--- config.mk ---
export PLATFORM = sky130hd
export DESIGN_NAME = moisture_pump_ctrl
export DESIGN_NICKNAME = d
export VERILOG_FILES = /design/src/rtl/moisture_pump_ctrl.sv
export SDC_FILE = /design/constraint.sdc
export NUM_CORES = 1
export LEC_CHECK = 0
export ABC_AREA = 1
export CORE_UTILIZATION = 31
export DETAILED_ROUTE_END_ITERATION = 6
export SYNTH_ARGS = -nofsm -noshare
export SYNTH_HDL_FRONTEND = slang
export SYNTH_SLANG_ARGS = --single-unit
--- constraint.sdc ---
create_clock -name clk -period 4.5 [get_ports clk]
set_input_delay 0.45 -clock clk [delete_from_list [all_inputs] [get_ports clk]]
set_output_delay 0.45 -clock clk [all_outputs]
set_load 0.1 [all_outputs]
--- src/rtl/moisture_pump_ctrl.sv ---
// Soil-moisture pump controller: synchronizes and debounces transistor sensor
// lines, drives per-channel LEDs, and runs a pump FSM with max-on timeout and cooldown.
module moisture_pump_ctrl #(
    parameter int N_CH         = 4,
    parameter int DEB_CYC      = 500000,
    parameter int PUMP_MAX_CYC = 50000000,
    parameter int COOL_CYC     = 25000000,
    parameter int PUMP_ON_WET  = 1
) (
    input  logic            clk,
    input  logic            rst,
    input  logic [N_CH-1:0] sensor_col_n,
    input  logic [N_CH-1:0] ch_en,
    input  logic            fault_clr,
    output logic [N_CH-1:0] led,
    output logic            pump_on,
    output logic            pump_fault
);

    localparam int MAX_CYC = (PUMP_MAX_CYC > COOL_CYC) ? PUMP_MAX_CYC : COOL_CYC;
    localparam int TW      = $clog2(MAX_CYC) + 1;
    localparam int DW      = $clog2(DEB_CYC + 1);

    localparam logic [TW-1:0] RUN_LAST  = TW'(PUMP_MAX_CYC - 1);
    localparam logic [TW-1:0] COOL_LAST = TW'(COOL_CYC - 1);
    localparam logic [DW-1:0] DEB_LAST  = DW'(DEB_CYC - 1);

    typedef enum logic [1:0] {
        S_IDLE,
        S_RUN,
        S_COOL,
        S_FAULT
    } state_t;

    logic [N_CH-1:0] r_sync1;
    logic [N_CH-1:0] r_sync2;
    logic [N_CH-1:0] r_stable_n;
    logic [DW-1:0]   r_deb_cnt [N_CH];

    state_t          r_state;
    state_t          w_next_state;
    logic [TW-1:0]   r_timer;
    logic [TW-1:0]   w_next_timer;

    logic [N_CH-1:0] w_want;
    logic            w_demand;

    always_ff @(posedge clk) begin
        if (rst) begin
            r_sync1 <= '1;
            r_sync2 <= '1;
        end else begin
            r_sync1 <= sensor_col_n;
            r_sync2 <= r_sync1;
        end
    end

    // The stable value flips only after DEB_CYC consecutive disagreeing samples.
    always_ff @(posedge clk) begin
        if (rst) begin
            r_stable_n <= '1;
            for (int i = 0; i < N_CH; i++) begin
                r_deb_cnt[i] <= '0;
            end
        end else begin
            for (int i = 0; i < N_CH; i++) begin
                if (r_sync2[i] == r_stable_n[i]) begin
                    r_deb_cnt[i] <= '0;
                end else if (r_deb_cnt[i] == DEB_LAST) begin
                    r_stable_n[i] <= r_sync2[i];
                    r_deb_cnt[i]  <= '0;
                end else begin
                    r_deb_cnt[i] <= r_deb_cnt[i] + 1'b1;
                end
            end
        end
    end

    assign led      = ~r_stable_n;
    assign w_want   = (PUMP_ON_WET != 0) ? led : ~led;
    assign w_demand = |(ch_en & w_want);

    always_ff @(posedge clk) begin
        if (rst) begin
            r_state <= S_IDLE;
            r_timer <= '0;
        end else begin
            r_state <= w_next_state;
            r_timer <= w_next_timer;
        end
    end

    // One timer is shared: it measures run length in RUN and off time in COOL.
    always_comb begin
        w_next_state = r_state;
        w_next_timer = r_timer;
        case (r_state)
            S_IDLE: begin
                w_next_timer = '0;
                if (w_demand) begin
                    w_next_state = S_RUN;
                end
            end
            S_RUN: begin
                if (!w_demand) begin
                    w_next_state = S_COOL;
                    w_next_timer = '0;
                end else if (r_timer == RUN_LAST) begin
                    w_next_state = S_FAULT;
                    w_next_timer = '0;
                end else begin
                    w_next_timer = r_timer + 1'b1;
                end
            end
            S_COOL: begin
                if (r_timer == COOL_LAST) begin
                    w_next_state = S_IDLE;
                    w_next_timer = '0;
                end else begin
                    w_next_timer = r_timer + 1'b1;
                end
            end
            S_FAULT: begin
                w_next_timer = '0;
                if (fault_clr) begin
                    w_next_state = S_COOL;
                end
            end
            default: begin
                w_next_state = S_IDLE;
                w_next_timer = '0;
            end
        endcase
    end

    assign pump_on    = (r_state == S_RUN);
    assign pump_fault = (r_state == S_FAULT);

endmodule
==> reports/metrics.yaml <==
finish:
  multi_input_area_mm2: 0.00320
  nets: 925
  register_area_mm2: 0.00310
  drive_gt1_share_pct: 8.79
  diodes: 0
  fin_util_pct: 38.4
  area_growth_pct: 20.2
  stdcell_count: 1192
  postLayoutCellArea_mm2: 0.00785
  fillers: 2134
drt:
  drt_iter0_drc: 381
  wl_per_cell_um: 10.9
  antenna_left: 0
  routed_wl_um: 13000
  vias: 5251
  via_per_inst: 4.41
  dr.pass1.iters: 6
  drc: 0
cts:
  path_clk_slew_ns: 0.05
  cts_tree: "yes"
  clock-sinks: 117
  cts_buffer_depth: 2
  clk_latency_ns: 0.42
  cts_hold_buf: 0
  post_cts_buffers: 0
  cts_buffers: 17
  clockRootBuffer: "clkbuf_16"
  ctsHtreeMaxLevel: 4
  ctsResizeCount: 0
synth:
  avgSynthCellArea_um2: 8.07
  synth_top_cell_area_share_pct: 35.0
  synth_common_cells: "149 x nand2_1, 129 x nor2_1, 115 x inv_1, 76 x edfxtp_1, 51 x nand3_1"
  yosysMostFrequentCell: "nand2_1"
  synth-seq-cells: 117
  ys_types: 38
  synth-seq-area-share_pct: 47.5
  synth_area_mm2: 0.00653
  ys_top_cells_by_area: "edfxtp_1 35%, dfxtp_1 13%, nand2_1 8.6%, nor2_1 7.4%, inv_1 6.6%"
  netlist_instances: 809
  ys.flop_type: "edfxtp_1"
  synth-edff-count: 76
  synthArstFlopShare_pct: 0
  ys_warn_count: 0
  yosysTopAreaCell: "edfxtp_1"
placed_design:
  gp_congestion: 0.833
  dp_cells: 1160
  pre_cts_slack_ns: 2.03
  port_buffers: 16
  dpl_cell_area_mm2: 0.00723
  hpwlAfterDp_um: 9560
global_route:
  grt_overflow: 0
  grt.total_usage_pct: 13.1
  grt-busiest-layer: "met2"
  grt_pass1_wl_um: 22400
  grt_max_degree: 24
  globalRouteMet2Util_pct: 20.8
  grt_pass1_vias: 4826
  antenna_found_initial: 0
  gr-usage-met3_pct: 3.01
  grtUsageMet1_pct: 16.9
pwr:
  p_int_mw: 2.14
  finalPower_mw: 2.77
  power_frac_clock_pct: 49.5
  power.share.switching_pct: 22.9
  ir_drop_uv: 225
  leakagePower_nw: 3.18
  power_density_mw_per_mm2: 354
  p_seq_share_pct: 44.1
  switchingPower_uw: 634
  p_comb_share_pct: 6.4
setup_path:
  worstSetupEndpoint: "pump_on"
  timing.rr.end: "r_deb_cnt[1][12]"
  r2r_setup_slack_ns: 2.26
  start_kind: "register"
  critPathArrivalTime_ns: 2.18
  required_ns: 4.05
  rr_worst_depth: 7
  crit_type: "reg -> out"
  startpoint: "r_state[0]"
  timing.rr.start: "r_deb_cnt[1][0]"
  endpoint_kind: "primary output"
  crit_fanout: 5
timing:
  finalSetupViolCount: 0
  timing.slew.headroom_pct: 34.1
  final-hold-violation-count: 0
  tightest_slew_ns: 0.986
  fin_ws_ns: 1.87
  finalCritPeriodShare_pct: 58.4
  setup_tns_ns: 0
  worst_clock_skew_ns: 0.0119
  maxSlewViolCount: 0
  rsz0062_at_grt: "false"
  fmax_mhz: 381
  holdWs_ns: 0.407
  fin_crit_ns: 2.63
die:
  die_x_um: 147
  die_area_mm2: 0.0216
  coreArea_mm2: 0.0204
  pin_count: 17
  rows: 52
  initial_utilization_pct: 31.9
  die_h_um: 147
hold_path:
  hold_depth: 1
  hp-class: "reg -> reg"
status:
  status: "complete, no violations"
job:
  drv_cap: 0
[layout by cell type, fill, tap and decap left out, types with 3 or more instances in the layout]
cell,count
o21ai_0,11
dfxtp_1,41
o211ai_1,3
nor3_1,43
or2_2,9
clkbuf_1,4
conb_1,76
nand3_1,51
edfxtp_1,76
clkbuf_8,4
clkbuf_16,21
nor4_1,5
clkdlybuf4s50_1,16
nor2_1,129
nor3_2,3
ha_1,5
inv_1,115
nand4_1,26
xnor2_1,12
nor3b_1,7
nor3_4,3
a21oi_1,28
nand2_1,149
xor2_1,34
nand2_2,9
nor2_2,22
[layer usage]
metal  wire, µm  vias up
li1           -     2762
met1       6430     2399
met2       6010       75
met3        376       15
met4        224        0
met5          0        -
[flip-flops by register name, indices dropped and copies added, names as in the netlist]
name,cells
r_deb_cnt,76
r_timer,27
r_stable_n,4
r_sync1,4
r_sync2,4
r_state,2
[power by group through the flow]
stage	Combinational, mW	Clock, mW	Sequential (mW)
2_1_floorplan	0.151	0	1.23
3_5_place_dp	0.178	0	1.25
5_1_grt	0.204	1.45	1.23
3_3_place_gp	0.177	0	1.24
4_1_cts	0.179	1.40	1.22
6_report	0.178	1.37	1.22
[final cells by class]
| class | instances | area share, % |
|---|---|---|
| Clock buffer | 29 | 7.59 |
| Clock inverter | 3 | 0.287 |
| Inverter | 115 | 5.50 |
| Multi-Input combinational cell | 642 | 40.7 |
| Sequential cell | 117 | 39.5 |
| Tap cell | 270 | 4.31 |
| Timing Repair Buffer | 16 | 2.04 |
[how the worst min path moves through the flow]
stage / endpoint / start / slack, ns
final: r_sync2[1] / r_sync1[1] / 0.41
after detailed placement: r_sync2[2] / r_sync1[2] / 0.40
after global placement: r_sync2[2] / r_sync1[2] / 0.39
after CTS: r_sync2[2] / r_sync1[2] / 0.41
after global routing: r_sync2[1] / r_sync1[1] / 0.42
after floorplan: r_sync2[0] / r_sync1[0] / 0.39
[cells by family after synthesis]
group / synth area share (%)
XOR/XNOR: 6.17
flip-flops: 47.5
buffers and inverters: 7.80
other: 0.0575
AO/OA/AOI/OAI: 3.74
AND/OR/NAND/NOR: 33.7
adder cells (fa/ha/maj): 0.959
[critical path: stages, from the launching register on]
cell,delay (ns)
dfxtp_1,0.39
inv_1,0.08
nor2_1,0.12
clkdlybuf4s50_1,1.16
Note: power is estimated with default switching activity, not from simulation.
